--- config.mk ---
export PLATFORM = sky130hd
export DESIGN_NAME = pio_fifo
export DESIGN_NICKNAME = d
export VERILOG_FILES = /design/src/rtl/pio_pkg.sv /design/src/rtl/pio_fifo.sv
export SDC_FILE = /design/constraint.sdc
export NUM_CORES = 1
export LEC_CHECK = 0
export BUFFER_PORTS_ARGS = -buffer_cell sky130_fd_sc_hd__buf_2
export CAP_MARGIN = 10
export CORE_ASPECT_RATIO = 0.5
export CORE_MARGIN = 5
export CORE_UTILIZATION = 57
export CTS_CLUSTER_SIZE = 12
export DETAILED_ROUTE_END_ITERATION = 10
export PLACE_DENSITY = 0.78
export SLEW_MARGIN = 10
export SYNTH_ARGS = -nofsm -noshare
export SYNTH_HDL_FRONTEND = slang
export SYNTH_SLANG_ARGS = --single-unit
export TNS_END_PERCENT = 50
--- constraint.sdc ---
create_clock -name clk -period 4.9 [get_ports clk]
set_input_delay 0.735 -clock clk [delete_from_list [all_inputs] [get_ports clk]]
set_output_delay 0.735 -clock clk [all_outputs]
set_load 0.02 [all_outputs]
--- src/rtl/pio_pkg.sv ---
// Shared constants for the PIO block: word width, FIFO depth and level width.
// With PIO_FIFO_JOIN_EN defined, the level width covers the joined 2*DEPTH capacity.
package pio_pkg;
   localparam int PIO_WIDTH      = 32;
   localparam int PIO_FIFO_DEPTH = 4;
`ifdef PIO_FIFO_JOIN_EN
   localparam int PIO_FIFO_LW    = $clog2(2 * PIO_FIFO_DEPTH) + 1;
`else
   localparam int PIO_FIFO_LW    = $clog2(PIO_FIFO_DEPTH) + 1;
`endif
endpackage

--- src/rtl/pio_fifo.sv ---
// First-word-fall-through FIFO between the bus and one state machine (used for TX and RX).
// Optional PIO_FIFO_JOIN_EN adds the fifo_join port, which doubles capacity and flushes on change.
module pio_fifo
   import pio_pkg::*;
#(
   parameter int WIDTH = PIO_WIDTH,
   parameter int DEPTH = PIO_FIFO_DEPTH,
   parameter int LW    = PIO_FIFO_LW
)(
   input  logic             clk,
   input  logic             reset,
`ifdef PIO_FIFO_JOIN_EN
   input  logic             fifo_join,
`endif
   input  logic             push,
   input  logic [WIDTH-1:0] din,
   input  logic             pull,
   output logic [WIDTH-1:0] dout,
   output logic             empty,
   output logic             full,
   output logic [LW-1:0]    level,
   input  logic             clear_sticky,
   output logic             overflow,
   output logic             underflow
);

`ifdef PIO_FIFO_JOIN_EN
   localparam int ARR = 2 * DEPTH;
`else
   localparam int ARR = DEPTH;
`endif
   localparam int PW = $clog2(ARR);

   // Handshake: push/pull are single-cycle strobes; a push completes on the edge where
   // push && !full, a pull on the edge where pull && !empty. dout shows the head with no latency.

   logic [WIDTH-1:0] mem [ARR];
   logic [PW-1:0]    rp, wp, last;
   logic [LW-1:0]    cnt, cap;
   logic             do_push, do_pull, flush;

   function automatic logic [PW-1:0] ptr_inc(input logic [PW-1:0] p, input logic [PW-1:0] lim);
      return (p == lim) ? '0 : p + 1'b1;
   endfunction

`ifdef PIO_FIFO_JOIN_EN
   logic join_q;
   assign cap   = join_q ? LW'(2 * DEPTH) : LW'(DEPTH);
   assign flush = (fifo_join != join_q);
`else
   assign cap   = LW'(DEPTH);
   assign flush = 1'b0;
`endif

   assign last    = PW'(cap - LW'(1));
   assign empty   = (cnt == '0);
   assign full    = (cnt == cap);
   assign level   = cnt;
   assign dout    = empty ? '0 : mem[rp];
   assign do_push = push && !full;
   assign do_pull = pull && !empty;

   always_ff @(posedge clk) begin
      if (!reset && do_push) mem[wp] <= din;
   end

   always_ff @(posedge clk) begin
      if (reset) begin
         rp        <= '0;
         wp        <= '0;
         cnt       <= '0;
         overflow  <= 1'b0;
         underflow <= 1'b0;
`ifdef PIO_FIFO_JOIN_EN
         join_q    <= fifo_join;
`endif
      end else begin
         // A rejected operation in the same cycle as clear_sticky still sets the flag.
         overflow  <= (push && full)  || (overflow  && !clear_sticky);
         underflow <= (pull && empty) || (underflow && !clear_sticky);
`ifdef PIO_FIFO_JOIN_EN
         join_q    <= fifo_join;
`endif
         if (flush) begin
            rp  <= '0;
            wp  <= '0;
            cnt <= '0;
         end else begin
            if (do_push) wp <= ptr_inc(wp, last);
            if (do_pull) rp <= ptr_inc(rp, last);
            case ({do_push, do_pull})
               2'b10:   cnt <= cnt + 1'b1;
               2'b01:   cnt <= cnt - 1'b1;
               default: cnt <= cnt;
            endcase
         end
      end
   end

endmodule
==> impl_metrics.yaml <==
clocking:
  clk_pin_slew_ps: 60
  cts_buffers: 17
  clockBufferDepth: 2
  cts_root_buffer: "clkbuf_16"
  htree_levels: 4
  ctsHoldBuffers: 0
  clock_sinks: 139
  insertion_delay_ps: 410
  cts_setup_buffers: 0
  cts_resized: 0
  cts_tree: "done"
yosys:
  synth_area_um2: 5400
  syn_avg_cell_area_um2: 20.5
  yosysTopAreaCell: "edfxtp_1"
  async_flop_share_pct: 0
  yosysSeqAreaShare_pct: 75.2
  syn-num-nets: 308
  synth_cells: 264
  netlist_top_cells_area: "edfxtp_1 71%, mux4_2 13%, dfxtp_1 4.1%, nor2b_1 3.9%, ha_1 1.4%"
  synth_top_cell_area_share_pct: 71.2
  ys_ff_latch: 139
  synth_edf_count: 128
  synth.distinct_cells: 26
  yosys_warnings: 0
  synth_top_flop_cell: "edfxtp_1"
run:
  cap_violations: 0
pwr:
  swShare_pct: 29.4
  p_sw_mw: 1.11
  p_seq_share_pct: 39.5
  cellInternalPower_mw: 2.66
  power_density_nw_per_um2: 574
  irDropWorstVdd_mv: 0.300
  combPwrFrac_pct: 24.4
  p_leak_nw: 2.32
  pwr-share-clk_pct: 36.1
worst_setup_path:
  r2r-start: "level[0]$_SDFFE_PP0P_"
  critPathArrivalTime_ps: 2120
  cpMaxStageDelayCell: "dfxtp_4"
  r2r_setup_slack_ps: 2270
  path_max_fanout: 32
  critPathKind: "reg -> out"
  reg2reg_to: "mem[1][11]$_DFFE_PP_"
  crit_path_end: "dout[29]"
  worstRegToRegCells: 4
  endpoint_kind: "primary output"
  crit_required_ps: 4160
  max_stage_delay_ps: 790
  setup.worst_path.start_class: "register"
  cp_cell_sequence: "mux4_2 > nor2b_1 > buf_2"
finish:
  drive_gt1_share_pct: 41.9
  final_common_cell: "edfxtp_1"
  nets: 396
  syn2layout_area_growth_pct: 21.5
  layout.cells.most_common_list: "128 x edfxtp_1, 75 x buf_2, 34 x nor2b_1"
  utilization_pct: 70.1
  antenna_cells: 0
placed_design:
  post-place-ws_ps: 2010
  dp_hpwl_um: 6310
  io_buffers: 75
  gp_congestion: 0.716
route:
  viasPerCell: 5.60
  drtAntennaViolNets: 0
  wirelength_um: 10100
  drt-initial-drc-count: 128
  wl_per_cell_um: 20.8
  drc: 0
  dr.pass1.iters: 4
  vias: 2722
timing:
  fin_crit_ps: 2860
  min_period_over_period_pct: 58.4
  setup_slack_ps: 2040
  rsz0062_at_grt: "false"
  fin_setup_tns_ps: 0
  max_freq_mhz: 350
  slew_viol_final: 0
  relSlewSlack_pct: 38.8
  hold_viol_final: 0
  finalSetupViolations: 0
  tightest_slew_ps: 918
  fin_skew_ps: 8.65
floorplanning:
  num_io_pins: 76
  row_count: 25
  die_x_um: 148
  start_util_pct: 57.8
  die_area_um2: 11600
  core_area_um2: 9350
  die_h_um: 78.8
global_route:
  grt_usage_pct: 18.8
  grt_pass1_wl_um: 16000
  grt_pass1_vias: 2987
  overflow: 0
  grt_max_degree: 33
  antenna_found_initial: 0
outcome:
  status: "finished, final reports clean"
min_path:
  hold_class: "in -> reg"
==> area by class of cell <==
| cell class | instances | area, µm² |
|---|---|---|
| sequential | 139 | 4070 |
| multi-input combinational | 106 | 1260 |
| fill | 570 | 2790 |
| clock inverter | 14 | 201 |
| inverter | 7 | 26.3 |
| tap | 121 | 151 |
| timing repair buffer | 81 | 420 |
| clock buffer | 18 | 429 |
==> cells in the mapped netlist (2+ instances only) <==
| library cell | instances |
|---|---|
| nor3b_1 | 4 |
| a21oi_2 | 2 |
| nor2_1 | 7 |
| nand2_1 | 2 |
| or3_1 | 2 |
| dfxtp_1 | 11 |
| edfxtp_1 | 128 |
| buf_6 | 3 |
| a21oi_1 | 5 |
| xor2_1 | 2 |
| clkbuf_1 | 2 |
| a21o_1 | 2 |
| nor2b_1 | 34 |
| buf_2 | 6 |
| mux4_2 | 32 |
| ha_1 | 6 |
| nand3_1 | 2 |
| inv_1 | 6 |
==> power groups by stage <==
stage          logic (mW)  clock network (mW)  registers, mW
4_1_cts             0.939                1.37           1.49
6_report            0.920                1.36           1.49
5_1_grt             0.989                1.43           1.51
3_5_place_dp        0.929                   0           1.52
2_1_floorplan       0.696                   0           1.44
3_3_place_gp        0.911                   0           1.50
==> per-stage QoR <==
| stage | instance area (µm²) | total power [mW] | hold slack (ps) | instances |
|---|---|---|---|---|
| final | 6560 | 3.77 | 538 | 486 |
| after global routing | 6560 | 3.93 | 520 | 486 |
| after detailed placement | 5930 | 2.45 | 508 | 454 |
| after floorplan | 5400 | 2.14 | 463 | 264 |
| after global placement | 5930 | 2.42 | 465 | 454 |
| after CTS | 6560 | 3.81 | 524 | 486 |
==> critical path, delay by kind of cell, from the launching register on <==
| family | cells | cell delay (ps) |
|---|---|---|
| buffers and inverters | 1 | 180 |
| flip-flops | 1 | 790 |
| multiplexers | 1 | 590 |
| AND/OR/NAND/NOR | 1 | 140 |
==> kinds of logic after synthesis <==
| group | Yosys count | synth area share (%) |
|---|---|---|
| mux | 33 | 13.5 |
| compound gates | 11 | 1.39 |
| fa+ha+maj | 7 | 1.76 |
| flops | 139 | 75.2 |
| xor+xnor | 2 | 0.324 |
| simple gates | 53 | 5.88 |
| buf+inv | 19 | 1.88 |
==> registers in the layout (all words and copies together), names as in the netlist, named ones only <==
signal and flops:
level 3, overflow 1, mem 128, rp 2
wp 2, underflow 1
==> how the worst min path moves through the flow <==
stage | cells after the start | to | startpoint | slack, ps
finish | 1 | mem[1][23]$_DFFE_PP_ | din[23] | 540
global route | 1 | mem[1][23]$_DFFE_PP_ | din[23] | 520
detailed placement | 2 | register | rp[0]$_SDFFE_PP0P_ | 510
floorplan | 2 | register | rp[0]$_SDFFE_PP0P_ | 460
global placement | 2 | register | rp[0]$_SDFFE_PP0P_ | 460
CTS | 1 | mem[0][16]$_DFFE_PP_ | din[16] | 520
==> routing by layer <==
layer	share of wire, %	track usage [%]	vias up
met2	54	32.3	69
met5	0	0	-
met1	40	22.4	1407
met4	1.3	7.34	0
li1	-	-	1230
met3	4.9	6.10	16
Power figures use the tool's default switching activity.
